$ cat config.mk
export PLATFORM = sky130hd
export DESIGN_NAME = ex_stage
export DESIGN_NICKNAME = d
export VERILOG_FILES = /design/src/rtl/ex_pkg.sv /design/src/rtl/ex_stage_seq_multiplier.sv /design/src/rtl/ex_stage.sv
export SDC_FILE = /design/constraint.sdc
export NUM_CORES = 1
export LEC_CHECK = 0
export ABC_AREA = 1
export BUFFER_PORTS_ARGS = -buffer_cell sky130_fd_sc_hd__buf_2
export CAP_MARGIN = 10
export CORE_MARGIN = 3
export CORE_UTILIZATION = 25
export DETAILED_ROUTE_END_ITERATION = 12
export PLACE_DENSITY_LB_ADDON = 0.1
export SYNTH_ARGS = -nofsm -noshare
export SYNTH_HDL_FRONTEND = slang
export SYNTH_SLANG_ARGS = --single-unit
$ cat constraint.sdc
create_clock -name clock -period 2.7 [get_ports clock]
set_input_delay 0.54 -clock clock [delete_from_list [all_inputs] [get_ports clock]]
set_output_delay 0.54 -clock clock [all_outputs]
set_load 0.05 [all_outputs]
$ cat src/rtl/ex_pkg.sv
// Shared definitions for the execute stage.
// Holds ALU op codes and the multiplier state encoding.
package ex_pkg;

    typedef enum logic [3:0] {
        ALU_ADD = 4'd0,
        ALU_SUB = 4'd1,
        ALU_AND = 4'd2,
        ALU_OR  = 4'd3,
        ALU_XOR = 4'd4,
        ALU_SLT = 4'd5,
        ALU_SLL = 4'd6,
        ALU_SRL = 4'd7,
        ALU_MUL = 4'd8
    } alu_op_t;

    typedef enum logic [1:0] {
        ST_IDLE = 2'd0,
        ST_BUSY = 2'd1,
        ST_DONE = 2'd2
    } mul_state_t;

endpackage

$ cat src/rtl/ex_stage_seq_multiplier.sv
// Shift-add multiplier: one partial product per cycle.
// Ports: clock, reset, start, flush, operand_a/b in; busy, done, product out.
import ex_pkg::*;

module seq_multiplier #(
    parameter int DATA_W = 32
) (
    input  logic              clock,
    input  logic              reset,
    input  logic              start,
    input  logic              flush,
    input  logic [DATA_W-1:0] operand_a,
    input  logic [DATA_W-1:0] operand_b,
    output logic              busy,
    output logic              done,
    output logic [DATA_W-1:0] product
);

    localparam int CNT_W = $clog2(DATA_W);
    localparam logic [CNT_W-1:0] LAST = CNT_W'(DATA_W - 1);

    mul_state_t        state;
    logic [DATA_W-1:0] mcand;
    logic [DATA_W-1:0] mplier;
    logic [DATA_W-1:0] acc;
    logic [CNT_W-1:0]  count;

    always_ff @(posedge clock or negedge reset) begin
        if (!reset) begin
            state  <= ST_IDLE;
            mcand  <= '0;
            mplier <= '0;
            acc    <= '0;
            count  <= '0;
        end else if (flush) begin
            state <= ST_IDLE;
        end else begin
            case (state)
                ST_IDLE: begin
                    if (start) begin
                        mcand  <= operand_a;
                        mplier <= operand_b;
                        acc    <= '0;
                        count  <= '0;
                        state  <= ST_BUSY;
                    end
                end
                ST_BUSY: begin
                    if (mplier[0]) begin
                        acc <= acc + mcand;
                    end
                    mcand  <= mcand << 1;
                    mplier <= mplier >> 1;
                    count  <= count + 1'b1;
                    if (count == LAST) begin
                        state <= ST_DONE;
                    end
                end
                ST_DONE: state <= ST_IDLE;
                default: state <= ST_IDLE;
            endcase
        end
    end

    // The start cycle already stalls so the operands stay put.
    assign busy    = (state == ST_IDLE && start) || state == ST_BUSY;
    assign done    = (state == ST_DONE);
    assign product = acc;

endmodule

$ cat src/rtl/ex_stage.sv
// Execute stage: forwarding, ALU, beq compare, EX/MEM register.
// Ports: ID/EX operands+controls, forwarding sources, flush in; stall + EX/MEM out.
import ex_pkg::*;

module ex_stage #(
    parameter int DATA_W = 32,
    parameter int REG_AW = 5
) (
    input  logic              clock,
    input  logic              reset,
    input  logic              mem_to_reg_in,
    input  logic              reg_write_in,
    input  logic              mem_read_in,
    input  logic              mem_write_in,
    input  logic              beq_instruction_in,
    input  logic              alu_src_in,
    input  logic [3:0]        alu_op_in,
    input  logic [DATA_W-1:0] rs1_data_in,
    input  logic [DATA_W-1:0] rs2_data_in,
    input  logic [DATA_W-1:0] imm_in,
    input  logic [REG_AW-1:0] rs1_addr_in,
    input  logic [REG_AW-1:0] rs2_addr_in,
    input  logic [REG_AW-1:0] reg_rd_in,
    input  logic [REG_AW-1:0] ex_mem_reg_rd,
    input  logic              ex_mem_reg_write,
    input  logic [DATA_W-1:0] alu_ex_mem,
    input  logic [REG_AW-1:0] mem_wb_reg_rd,
    input  logic              mem_wb_reg_write,
    input  logic [DATA_W-1:0] wb_data,
    input  logic              flush,
    output logic              stall_out,
    output logic              mem_to_reg_out,
    output logic              reg_write_out,
    output logic              mem_read_out,
    output logic              mem_write_out,
    output logic              beq_instruction_out,
    output logic [DATA_W-1:0] alu_result_out,
    output logic [DATA_W-1:0] mux2_result_out,
    output logic              flag_beq_out,
    output logic [REG_AW-1:0] reg_rd_out
);

    logic [DATA_W-1:0] fwd_rs1;
    logic [DATA_W-1:0] fwd_rs2;
    logic [DATA_W-1:0] op_b;
    logic [DATA_W-1:0] alu_y;
    logic              beq_eq;
    logic              mul_start;
    logic              mul_busy;
    logic              mul_done;
    logic [DATA_W-1:0] mul_product;
    logic              kill;

    logic ex_hit1, wb_hit1, ex_hit2, wb_hit2;

    assign ex_hit1 = ex_mem_reg_write && ex_mem_reg_rd != '0
                     && ex_mem_reg_rd == rs1_addr_in;
    assign wb_hit1 = mem_wb_reg_write && mem_wb_reg_rd != '0
                     && mem_wb_reg_rd == rs1_addr_in;
    assign ex_hit2 = ex_mem_reg_write && ex_mem_reg_rd != '0
                     && ex_mem_reg_rd == rs2_addr_in;
    assign wb_hit2 = mem_wb_reg_write && mem_wb_reg_rd != '0
                     && mem_wb_reg_rd == rs2_addr_in;

    always_comb begin
        fwd_rs1 = rs1_data_in;
        if (ex_hit1) begin
            fwd_rs1 = alu_ex_mem;
        end else if (wb_hit1) begin
            fwd_rs1 = wb_data;
        end
    end

    always_comb begin
        fwd_rs2 = rs2_data_in;
        if (ex_hit2) begin
            fwd_rs2 = alu_ex_mem;
        end else if (wb_hit2) begin
            fwd_rs2 = wb_data;
        end
    end

    assign op_b   = alu_src_in ? imm_in : fwd_rs2;
    assign beq_eq = (fwd_rs1 == fwd_rs2);

    // MUL goes through the sequential unit; its single-cycle slot is 0.
    always_comb begin
        alu_y = '0;
        case (alu_op_in)
            ALU_ADD: alu_y = fwd_rs1 + op_b;
            ALU_SUB: alu_y = fwd_rs1 - op_b;
            ALU_AND: alu_y = fwd_rs1 & op_b;
            ALU_OR:  alu_y = fwd_rs1 | op_b;
            ALU_XOR: alu_y = fwd_rs1 ^ op_b;
            ALU_SLT: alu_y = {{(DATA_W-1){1'b0}},
                              $signed(fwd_rs1) < $signed(op_b)};
            ALU_SLL: alu_y = fwd_rs1 << op_b[4:0];
            ALU_SRL: alu_y = fwd_rs1 >> op_b[4:0];
            default: alu_y = '0;
        endcase
    end

    // Gated by reset so an in-reset MUL does not raise stall.
    assign mul_start = reset && !flush && reg_write_in
                       && (alu_op_in == ALU_MUL);

    seq_multiplier #(
        .DATA_W(DATA_W)
    ) u_mul (
        .clock    (clock),
        .reset    (reset),
        .start    (mul_start),
        .flush    (flush),
        .operand_a(fwd_rs1),
        .operand_b(op_b),
        .busy     (mul_busy),
        .done     (mul_done),
        .product  (mul_product)
    );

    assign stall_out = mul_busy;
    assign kill      = flush || mul_busy;

    always_ff @(posedge clock or negedge reset) begin
        if (!reset) begin
            mem_to_reg_out      <= 1'b0;
            reg_write_out       <= 1'b0;
            mem_read_out        <= 1'b0;
            mem_write_out       <= 1'b0;
            beq_instruction_out <= 1'b0;
            alu_result_out      <= '0;
            mux2_result_out     <= '0;
            flag_beq_out        <= 1'b0;
            reg_rd_out          <= '0;
        end else if (kill) begin
            mem_to_reg_out      <= 1'b0;
            reg_write_out       <= 1'b0;
            mem_read_out        <= 1'b0;
            mem_write_out       <= 1'b0;
            beq_instruction_out <= 1'b0;
            alu_result_out      <= '0;
            mux2_result_out     <= '0;
            flag_beq_out        <= 1'b0;
            reg_rd_out          <= '0;
        end else begin
            mem_to_reg_out      <= mem_to_reg_in;
            reg_write_out       <= reg_write_in;
            mem_read_out        <= mem_read_in;
            mem_write_out       <= mem_write_in;
            beq_instruction_out <= beq_instruction_in;
            alu_result_out      <= mul_done ? mul_product : alu_y;
            mux2_result_out     <= fwd_rs2;
            flag_beq_out        <= beq_eq;
            reg_rd_out          <= reg_rd_in;
        end
    end

endmodule

### Word-level counts from Yosys, hierarchy flattened

Index checks and enable logic that the tools add are counted.

* bits in registers: 178
* output and inout port bits: 76
* input port bits: 200
* word-level logic and storage cells: 95

* multiplexer cells: 29
* equality and inequality tests: 20
* bitwise logic cells: 4
* shifts and indexed selects: 2
* reduce and logical (&&, ||, !) cells: 21
* $lt $le $gt $ge: 1
* add/sub/neg operators: 4

Operator list (count)
* two-way mux 32 bit: 12
* one-hot mux 32 bit (8 select lines): 1
* one-hot mux 32 bit (2 select lines): 3
* adder 32 bit: 2
* bitwise AND 32 bit: 1
* equality test 32 bit: 1
* < comparator 32 bit: 1
* OR 32 bit: 1
* left shift 32 x 5 -> 32 bit: 1
* >> shifter 32 x 5 -> 32 bit: 1
* subtractor 32 bit: 1
* bitwise XOR 32 bit: 1
* equality test 5 bit: 4
* equality test 4 x 3 -> 1 bit, second input constant: 4
* logical AND 1 bit: 10
* two-way mux 5 bit: 2
* one-hot mux 5 bit (2 select lines): 1
* nonzero test 5 bit: 2
* equality test 4 x 2 -> 1 bit, second input constant: 2
* two-way mux 1 bit: 6
* two-way mux 2 bit: 3
* inequality test 3 x 2 -> 1 bit, second input constant: 2
* adder 5 x 1 -> 5 bit, second input constant: 1
* equality test 5 bit, second input constant: 1
* other kinds (15): 17

### Logic depth before layout (Yosys ltp)

Gate-level depths: netlist of run 1.

* depth in word-level cells: 10
* mapped depth: 38
* gate-level depth less buffers: 35

### By module

Synthesis of run 1 repeated with hierarchy kept, for this count alone.

* cells, all modules: 3501
* area total of the unflattened synthesis: 20967.6 um^2

Modules (own cells, without submodules)
* ex_stage: cells an instance 2490, area each 14012.2 um^2, instances 1, seq. area each 1876.8 um^2
* seq_multiplier: cells an instance 1011, area each 6955.4 um^2, instances 1, seq. area each 2577.5 um^2

### Worst setup path after synthesis of run 1

No wires, ideal clock.

* path kind: input port to flip-flop
* from: in ex_mem_reg_rd[2]
* to: reg alu_result_out[29]
* cell stages on the path: 30
* data arrival time: 4.037 ns
* required time: 2.564 ns
* buffers on the path: 4
* slack: -1.474 ns
* setup time: 0.136 ns
* cell sequence: nor2_1 > nand2_1 > o21ai_1 > inv_2 > nand3_4 > buf_6 > buf_2 > buf_6 > o211ai_1 > o21ai_0 > inv_1 > o21ai_0 > inv_1 > ha_1 > clkbuf_1 > nand4_1 > o21ai_0 > nand4_1 > o2111ai_1 > nand3_1 > nand2_1 > nand2_1 > nand2_1 > nand2_1 > nand2_1 > nand2_1 > nand3_1 > nand3_1 > nand2_1 > a21oi_1

* word-level cells in the longest chain between the ends: 9
* elaborated cells between the ends (all ways): 19
* classes of those cells: 2 x add/sub; 2 x eq/ne; 2 x shift; 6 x mux; 3 x bitwise; 4 x reduce/logical

Ends and longest elaborated chain
* start, declared: line ex_stage.sv:24 `input logic [REG_AW-1:0] ex_mem_reg_rd,`
* nonzero test 5 bit: line ex_stage.sv:56, ex_stage.sv:60
* logical AND 1 bit: line ex_stage.sv:56, ex_stage.sv:60
* logical AND 1 bit: line ex_stage.sv:61 `&& ex_mem_reg_rd == rs2_addr_in;`
* two-way mux 32 bit: line ex_stage.sv:76 `if (ex_hit2) begin`
* two-way mux 32 bit: line ex_stage.sv:83 `assign op_b = alu_src_in ? imm_in : fwd_rs2;`
* subtractor 32 bit, or another cell as far along: line ex_stage.sv:91 `ALU_SUB: alu_y = fwd_rs1 - op_b;`
* one-hot mux 32 bit (8 select lines) (*): line ex_stage.sv:89 `case (alu_op_in)`
* two-way mux 32 bit (*): line ex_stage.sv:151 `alu_result_out <= mul_done ? mul_product : alu_y;`
* two-way mux 32 bit (*): line ex_stage.sv:135 `end else if (kill) begin`
* end signal, assigned: line ex_stage.sv:151
* end, declared: line ex_stage.sv:37 `output logic [DATA_W-1:0] alu_result_out,`

Mark *: on every way between the ends. The rest lies on a longest branch, timed or not.
A chain may end at the register's enable or synchronous reset.

### Final worst setup path of run 1

* from: in ex_mem_reg_rd[1]
* to: reg alu_result_out[13]

The elaborated chain is that of the path after synthesis.

==> impl_metrics.tcl, run 1 <==
set metrics [dict create \
    peakVddDrop_uv 521 \
    dpl_cell_area_sq_um 28400 \
    fp.dieW_um 289 \
    holdPathEnd "reg_rd_out[1]" \
    clk_pin_slew_ns 0.09 \
    cts_root_buf "clkbuf_16" \
    max_freq_ghz 0.269 \
    antenna_found_initial 4 \
    routed_wirelength_um 118000 \
    setup_tns_ns -26.01 \
    finalCritPeriodShare 1.38 \
    slowest_delay_ns 0.23 \
    hp-start "reg_rd_in[1]" \
    globalRouteOverflowTotal 0 \
    final_cell_area_sq_um 31500 \
    cts_sinks 178 \
    endpoint_kind "flip-flop" \
    ys_types 61 \
    hold_viol_final 0 \
    drt_iter0_drc 1900 \
    grt_pass1_vias 26100 \
    start_util 0.253 \
    ys_seq_elements 178 \
    required_ns 3.05 \
    layout_min_cycle_time_ns 3.71 \
    synth_area_sq_um 20000 \
    seqCellArea_sq_um 4450 \
    status "finished with violations" \
    hold_class "in -> reg" \
    via_per_inst 4.95 \
    slowest_stage "a211oi_2" \
    gp_congestion 0.975 \
    multi_input_area_sq_um 15600 \
    r2r-start "u_mul.mcand[0]" \
    setup_viol 35 \
    drv_slew 0 \
    r2r_setup_slack_ns -0.05 \
    min_path_cells 3 \
    final_nets 4594 \
    synth.most_common_cell "nand2_1" \
    wl_per_cell_um 22.3 \
    yosysSeqAreaShare 0.222 \
    async_flop_share 1.00 \
    synth_flop_cell "dfrtp_1" \
    yosys_warnings 0 \
    core_area_sq_um 79100 \
    dp_hpwl_um 97700 \
    fp-row-count 103 \
    timing.final.ws_setup_ns -1.01 \
    finClkSkew_ns 0.0134 \
    worstMarginPinSlew_ns 0.972 \
    p_leak_nw 16.2 \
    dieArea_sq_um 83600 \
    violations "setup timing" \
    ioPinCount 276 \
    grt_max_degree 125 \
    die-height_um 289 \
    power.density_nw_per_um2 467 \
    drive_gt1_frac 0.391 \
    relSlewSlack 0.352 \
    remaining_drc_errors 0 \
    synthTopCellsByCount "891 x nand2_1, 382 x nand3_1, 312 x nor2_1, 310 x inv_1, 306 x a21oi_1" \
    syn_to_final_growth_pct 57.3 \
    grt_pass1_wl_um 173000 \
    syn_inst 3262 \
    arrival_ns 4.07 \
    drt_pass1_iterations 6 \
    antenna_left 0 \
    start_kind "primary input" \
    yosysTopAreaCellShare 0.222 \
    crit_type "in -> reg" \
    clk_path_buf_depth 2 \
    htree_levels 4 \
    io_buffers 275 \
    grt_setup_unrepaired "true" \
    ff2ff_path_depth 20 \
    cts_tree "built" \
    synth_nets 3609 \
    cap_violations 0 \
    clk_latency_ns 0.51 \
    synth-edff-count 0 \
    cts_buffers 17 \
    grt_usage 0.281 \
    vias 26300 \
    yosys-top-cells-area "dfrtp_1 22%, nand2_1 17%, nand3_1 9.5%" \
    rr_endpoint "u_mul.product[28]" \
    fill_cells 8652 \
    worstPathMaxFanout 6 \
    yosys.area.top_type "dfrtp_1" \
    synth_area_per_cell_sq_um 6.14 \
]
placed cells by master, fill, tap and decap left out, types with 25 or more instances in the layout:
master and n:
o211ai_1 43, inv_1 274, nor2_2 45, nand3_2 55, nand2_2 77, nand3_1 332, o21ai_0 64, buf_2 262
inv_2 43, a21oi_1 248, ha_4 25, buf_12 29, a21oi_2 51, nand2_1 822, buf_4 802, buf_6 26
nor2_1 259, dfrtp_1 178, o21ai_1 63, o21ai_2 63, ha_1 117, nand4_1 33
how the worst max path moves through the flow:
stage / startpoint / to / slack (ns) / cells after the start
global placement: mem_wb_reg_rd[0] / alu_result_out[24] / -1.78 / 30
CTS: ex_mem_reg_rd[1] / alu_result_out[13] / -0.96 / 28
global route: ex_mem_reg_rd[1] / alu_result_out[13] / -1.14 / 29
finish: ex_mem_reg_rd[1] / alu_result_out[13] / -1.01 / 29
detailed placement: mem_wb_reg_rd[0] / alu_result_out[24] / -1.83 / 30
floorplan: mem_wb_reg_rd[0] / alu_result_out[26] / -1.12 / 28
what timing repair did:
item                       in CTS  in global routing
setup endpoints to repair      44                 44
gates cloned                    4                  0
hold buffers                    1                  0
buffers inserted               50                 32
resized for setup             275                261
hold endpoints to repair        7                  0
pin swaps                      88                126
worst max-delay path, delay by kind of cell:
kind	cells	cell delay, ns
AO/OA/AOI/OAI	13	1.47
XOR/XNOR	1	0.14
adder cells (fa/ha/maj)	1	0.22
buffers and inverters	7	0.83
AND/OR/NAND/NOR	7	0.85
cell type report:
| cell class | count | area share |
|---|---|---|
| multi-input cells | 2600 | 0.494 |
| repair buffers | 1127 | 0.265 |
| flip-flops and latches | 178 | 0.141 |
| well taps | 1050 | 0.0417 |
| inverters | 322 | 0.0391 |
| clock buffers | 18 | 0.0139 |
| clock inverters | 14 | 0.00441 |
| repair inverters | 1 | 0.000278 |
| diodes | 3 | 0.000238 |
routing by layer:
metal | part of all wire | up-vias | GRT usage
met1 | 0.45 | 12600 | 0.379
met5 | 0 | - | 0
li1 | - | 12800 | -
met4 | 0.034 | 0 | 0.0954
met2 | 0.45 | 816 | 0.456
met3 | 0.060 | 135 | 0.0419
report_power, final:
group	total [mW]	internal (mW)	switching (mW)
clock network	2.68	1.25	1.43
registers	3.54	3.12	0.413
logic	8.50	3.55	4.95
total	14.7	7.92	6.80
per-stage QoR:
stage	hold slack (ns)	setup WS (ns)	utilization	total power [mW]	instances
after floorplan	0.244	-1.12	-	7.35	3262
after global placement	0.484	-1.78	0.358	11.1	5201
after detailed placement	0.481	-1.83	0.358	11.1	5201
after CTS	0.182	-0.959	0.384	14.3	5287
after global routing	0.214	-1.14	0.398	15.7	5312
final	0.222	-1.01	0.398	14.7	5313
state kept, by name (all words and copies together), names as in the netlist:
name	count
beq_instruction_out	1
reg_rd_out	5
mem_write_out	1
alu_result_out	32
u_mul.product	32
mem_read_out	1
u_mul.mcand	32
mem_to_reg_out	1
u_mul.state	2
flag_beq_out	1
u_mul.mplier	32
mux2_result_out	32
u_mul.count	5
reg_write_out	1
kinds of logic after synthesis:
group | synth area share
compound gates | 0.192
xor+xnor | 0.0175
fa+ha+maj | 0.0929
buf+inv | 0.101
flops | 0.222
mux | 0.000500
simple gates | 0.374
No activity file was read; power rests on OpenSTA's default activity.
==> run 2: changes to the inputs <==
--- a/config.mk
+++ b/config.mk
@@ -5,7 +5,7 @@
 export SDC_FILE = /design/constraint.sdc
 export NUM_CORES = 1
 export LEC_CHECK = 0
-export ABC_AREA = 1
+export ABC_AREA = 0
 export BUFFER_PORTS_ARGS = -buffer_cell sky130_fd_sc_hd__buf_2
 export CAP_MARGIN = 10
 export CORE_MARGIN = 3
==> run 2 against run 1 <==
Effect of this change:
- the flow still finishes with violations (setup timing)
- non-clock buffer count rose by 154
- first-iteration DRC count grew 20%
- via count down 4.2%
- combinational power hardly changed
- sequential power down 8.5%
- clock power rose by 4%
- final cell count fell by 13%
- clock-buffer cell count is the same
- synthesized area fell by 4.7%
==> impl_metrics.tcl, run 2 <==
set metrics [dict create \
    status "finished with violations" \
    violations "setup timing" \
    finClkSkew_ns 0.0168 \
    layout_min_cycle_time_ns 4.78 \
    ff2ff_path_depth 16 \
    ys_seq_elements 178 \
    arrival_ns 5.20 \
    slowest_stage "or4b_4" \
    crit_type "in -> reg" \
    final_nets 4011 \
    r2r_setup_slack_ns -0.77 \
    yosysTopAreaCellShare 0.233 \
    drt_pass1_iterations 5 \
    globalRouteOverflowTotal 0 \
    synthMuxAreaShare 0.0611 \
    dp_slack_ns -2.87 \
    peakVddDrop_uv 442 \
    final_common_cell "buf_4" \
    timing.final.ws_setup_ns -2.08 \
    wl_per_cell_um 27.9 \
    dp_hpwl_um 104000 \
    power.net_switching_mw 6.32 \
    setup_viol 58 \
    clk_latency_ns 0.51 \
    synth-simple-area-share 0.198 \
    required_ns 3.12 \
    yosys_warnings 0 \
    io_buffers 275 \
    grt_setup_unrepaired "true" \
    worstPathMaxFanout 5 \
    yosysSeqAreaShare 0.233 \
    synth-edff-count 0 \
    synthXorXnorAreaFrac 0.0509 \
    synth_fa_ha_area_frac 0.0976 \
    mostFrequentLayoutCells "851 x buf_4, 269 x buf_2, 260 x nand2_1" \
    antenna_found_initial 5 \
    antenna_left 0 \
    grt_pass1_vias 25500 \
    cts-hold-fix-buffers 0 \
    cts_root_buf "clkbuf_16" \
    synth_nets 2869 \
    synth-compound-area-share 0.303 \
    worstSetupEndpoint "alu_result_out[30]" \
    dpl_cell_area_sq_um 28200 \
    via_per_inst 5.43 \
    post-place-cells 4472 \
    synthTopCellsByCount "279 x nand2_1, 252 x nor2_1, 220 x a21oi_1, 207 x o21ai_0, 178 x dfrtp_1" \
    gp_congestion 1.00 \
    finalCritPeriodShare 1.77 \
    drt_iter0_drc 2272 \
    relSlewSlack 0.344 \
    final_cells 4648 \
    final_cell_area_sq_um 33300 \
    syn_inst 2522 \
    p_clk_frac 0.192 \
    fp-row-count 100 \
    synth.most_common_cell "nand2_1" \
    synth_top_family_by_area "compound AO/OA/AOI/OAI gates" \
    holdWs_ns 0.169 \
    worstMarginPinSlew_ns 0.983 \
    start_util 0.254 \
    routed_wirelength_um 130000 \
    yosys.area.top_type "dfrtp_1" \
    synth_area_per_cell_sq_um 7.57 \
    cap_violations 0 \
    rr_endpoint "u_mul.product[30]" \
    max_freq_ghz 0.209 \
    cts_sinks 178 \
    power.density_nw_per_um2 438 \
    async_flop_share 1.00 \
    synth_area_sq_um 19100 \
    synth_flop_cell "dfrtp_1" \
    grt_usage 0.320 \
    ioPinCount 276 \
    clk_pin_slew_ns 0.09 \
    die-height_um 282 \
    cts_tree "built" \
    ys_types 101 \
    drv_slew 0 \
    yosys-top-cells-area "dfrtp_1 23%, ha_1 9.4%, a21oi_1 5.8%" \
    power_frac_comb 0.585 \
    intPower_mw 8.25 \
    htree_levels 4 \
    grt_pass1_wl_um 184000 \
    cts_buffers 17 \
    critPathLaunch "mem_wb_reg_rd[3]" \
    start_kind "primary input" \
    endpoint_kind "flip-flop" \
    fp.dieW_um 282 \
    syn_to_final_growth_pct 74.4 \
    dieArea_sq_um 79700 \
    p_leak_nw 15.5 \
    pwr-share-seq 0.222 \
    hold_class "in -> async" \
    remaining_drc_errors 0 \
    grt_max_degree 108 \
    hold_viol_final 0 \
    r2r-start "u_mul.product[0]" \
    vias 25200 \
    core_area_sq_um 75100 \
    slowest_delay_ns 0.57 \
    drive_gt1_frac 0.493 \
    switching_share 0.434 \
    clk_path_buf_depth 2 \
]
-- run 2: kinds of logic after synthesis --
family | Yosys count
buffers and inverters | 259
multiplexers | 113
AND/OR/NAND/NOR | 827
AO/OA/AOI/OAI | 887
flip-flops | 178
adder cells (fa/ha/maj) | 147
XOR/XNOR | 111
-- run 2: power groups by stage --
| stage | combinational [mW] | sequential, mW | clock, mW |
|---|---|---|---|
| 2_1_floorplan | 3.09 | 3.46 | 0 |
| 3_3_place_gp | 6.91 | 3.28 | 0 |
| 3_5_place_dp | 6.92 | 3.29 | 0 |
| 4_1_cts | 7.96 | 3.23 | 2.91 |
| 5_1_grt | 9.01 | 3.28 | 2.98 |
| 6_report | 8.53 | 3.24 | 2.80 |
-- run 2: routing by layer --
metal  track usage  share of wire
met5             0              0
met4         0.118          0.041
met3        0.0511          0.062
met2         0.516           0.45
met1         0.433           0.44
-- run 2: cell type report --
cell class,instances,area (sq um)
Clock inverter,14,151
Fill cell,7585,41800
Sequential cell,178,4460
Inverter,101,413
Timing Repair Buffer,1281,10200
Antenna cell,2,5.00
Clock buffer,18,429
Multi-Input combinational cell,2085,16400
Tap cell,969,1210
-- run 2: how the worst min path moves through the flow --
stage	from	to	cells after the start
floorplan	reset	alu_result_out[0]	0
global placement	u_mul.mplier[12]	u_mul.mplier[12]	2
detailed placement	u_mul.mplier[23]	u_mul.mplier[23]	2
CTS	reset	u_mul.mcand[15]	2
global route	reset	u_mul.product[14]	2
finish	reset	u_mul.mcand[15]	2
-- run 2: stage by stage --
step                      utilization  power [mW]  setup TNS (ns)
after floorplan                     -        6.55          -59.83
after global placement          0.375        10.2         -123.71
after detailed placement        0.375        10.2         -126.56
after CTS                       0.426        14.1          -60.93
after global routing            0.443        15.3          -68.97
final                           0.443        14.6          -61.51
-- run 2: worst max-delay path: cells and delay by family --
family	cells	cell delay [ns]
xor gates and xnor gates	2	0.27
and+or+nand+nor	5	1.06
AOI/OAI and AO/OA	12	2.34
buffers and inverters	4	0.57
adders and majority gates	1	0.26
muxes	1	0.17
-- run 2: what timing repair did --
item,in CTS,in global routing
setup endpoints to repair,78,81
pin swaps,166,159
resized for setup,443,262
cloned,6,2
buffers inserted,130,50
==> run 3: changes to the inputs <==
--- a/config.mk
+++ b/config.mk
@@ -8,7 +8,7 @@
 export ABC_AREA = 0
 export BUFFER_PORTS_ARGS = -buffer_cell sky130_fd_sc_hd__buf_2
 export CAP_MARGIN = 10
-export CORE_MARGIN = 3
+export CORE_MARGIN = 4
 export CORE_UTILIZATION = 25
 export DETAILED_ROUTE_END_ITERATION = 12
 export PLACE_DENSITY_LB_ADDON = 0.1
==> run 3 against run 2 <==
Effect of this change:
- the flow still finishes with violations (setup timing)
- largest power group unchanged
- sequential power barely moved
- register-to-register slack got worse by 0.04 ns
- critical path depth fell by 2
- clock skew rose by 0.0037 ns
==> impl_metrics.tcl, run 3 (same netlist as run 2, synthesis figures left out) <==
set metrics [dict create \
    antenna_left 0 \
    io_buffers 275 \
    vias 25500 \
    holdWs_ns 0.114 \
    syn_to_final_growth_pct 76.8 \
    dp_hpwl_um 108000 \
    clk_latency_ns 0.52 \
    drt_pass1_iterations 8 \
    finClkSkew_ns 0.0205 \
    start_util 0.252 \
    slowest_stage "or4_4" \
    highest_layer "met4" \
    relSlewSlack 0.329 \
    grt_usage 0.314 \
    timing.final.ws_setup_ns -2.04 \
    clk_path_buf_depth 2 \
    fp.dieW_um 284 \
    layout_min_cycle_time_ns 4.74 \
    hold_viol_final 0 \
    peakVddDrop_uv 516 \
    grt_pass1_wl_um 185000 \
    required_ns 3.14 \
    remaining_drc_errors 0 \
    finalCritPeriodShare 1.75 \
    cap_violations 0 \
    arrival_ns 5.17 \
    violations "setup timing" \
    status "finished with violations" \
    drt_iter0_drc 2118 \
    cts_root_buf "clkbuf_16" \
    wl_per_cell_um 28.4 \
    ioPinCount 276 \
    worstPathCellList "buf_6, buf_6, or4_4, o211a_1, nand2_4, buf_12, mux2i_4, a21oi_4, ha_4, fa_2, nor2b_4, o311ai_4, nand2_2, a21o_1, a21oi_2, buf_4, o211ai_1, nand3b_1, a31oi_4, o31ai_4, nor2_1, a311o_1, a311oi_2" \
    grt_max_degree 101 \
    met2_length_um 61600 \
    worstPathMaxFanout 4 \
    final_nets 4070 \
    routed_wirelength_um 134000 \
    gp_congestion 1.03 \
    via_per_inst 5.40 \
    cts_tree "built" \
    max_freq_ghz 0.211 \
    setup_tns_ns -61.46 \
    num_antenna_cells 0 \
    p_leak_nw 15.7 \
    wl_met3_um 6420 \
    cts_sinks 178 \
    antenna_found_initial 3 \
    cp_top_family "compound AO/OA/AOI/OAI gates" \
    cts_buffers 17 \
    drv_slew 0 \
    core_area_sq_um 75800 \
    path_buf_inv 4 \
    drive_gt1_frac 0.501 \
    dieArea_sq_um 80800 \
    die-height_um 284 \
    mostFrequentLayoutCells "900 x buf_4, 268 x buf_2, 264 x nand2_1" \
    power.density_nw_per_um2 434 \
    clk_pin_slew_ns 0.08 \
    grt_pass1_vias 25200 \
    htree_levels 4 \
    start_kind "primary input" \
    fp-row-count 101 \
    globalRouteOverflowTotal 0 \
    hold_class "in -> async" \
    final_common_cell "buf_4" \
    post-place-cells 4559 \
    fill_cells 7771 \
    setup_viol 61 \
    worstMarginPinSlew_ns 1.01 \
    final_cells 4713 \
    endpoint_kind "flip-flop" \
    crit_type "in -> reg" \
    slowest_delay_ns 0.52 \
    wl_met1_um 61100 \
    grt_setup_unrepaired "true" \
    cpMostUsedCell "buf_6" \
]
-- run 3: final timing paths --
path	cells after the start	startpoint	endpoint	slack (ns)
hold / removal	2	reset	alu_result_out[10]	0.11
hold reg to reg	2	u_mul.mplier[15]	u_mul.mplier[15]	0.48
setup reg to reg	15	u_mul.product[0]	u_mul.product[28]	-0.81
max in group asynchronous	3	reset	u_mul.mcand[31]	1.35
setup / recovery	23	mem_wb_reg_rd[1]	alu_result_out[24]	-2.04
min in group clock	2	reg_rd_in[4]	reg_rd_out[4]	0.23
-- run 3: worst register-to-register path, cell delays in order (launching register included) --
cell and delay (ns):
dfrtp_1 0.39, ha_2 0.20, fa_2 0.36, a21o_1 0.19, a21o_1 0.23, a221oi_4 0.26
o31a_1 0.23, nand2_2 0.12, a311oi_4 0.37, buf_6 0.17, o31ai_4 0.08, o31ai_4 0.29
nand2b_1 0.12, a21oi_2 0.16, xor2_1 0.16, o21ai_1 0.07
-- run 3: metrics by stage --
step           area, sq um  utilization  power (mW)  worst slack, ns
3_3_place_gp         28800        0.380        10.4            -2.83
2_1_floorplan        19600            -        6.55            -2.25
3_5_place_dp         28800        0.380        10.4            -2.85
4_1_cts              31800        0.419        14.1            -2.02
5_1_grt              33700        0.445        15.3            -2.18
6_report             33700        0.445        14.6            -2.04
-- run 3: repair_timing --
action                     4_1_cts  5_1_grt
setup endpoints to repair       74       89
setup buffers                   65       81
gates resized for setup        392      336
cloned                           2        4
pin swaps                      142      164
hold buffers                     0        0
-- run 3: final cells by class --
cell class	count	area (sq um)	share of cell area
clock buffers	20	467	0.0138
flip-flops and latches	178	4450	0.132
clock inverters	11	120	0.00356
repair buffers	1340	10500	0.312
multi-input cells	2085	16500	0.490
well taps	978	1220	0.0363
inverters	101	412	0.0122
-- run 3: routing by layer --
| metal | up-vias | track usage |
|---|---|---|
| met5 | - | 0 |
| met1 | 12800 | 0.438 |
| li1 | 11600 | - |
| met2 | 833 | 0.513 |
| met4 | 0 | 0.0961 |
| met3 | 197 | 0.0315 |
-- run 3: report_power, final --
group          leakage, nW  switching, mW  internal [mW]
clock                0.287           1.41           1.36
combinational         13.0           4.72           3.91
sequential            2.35          0.240           3.00
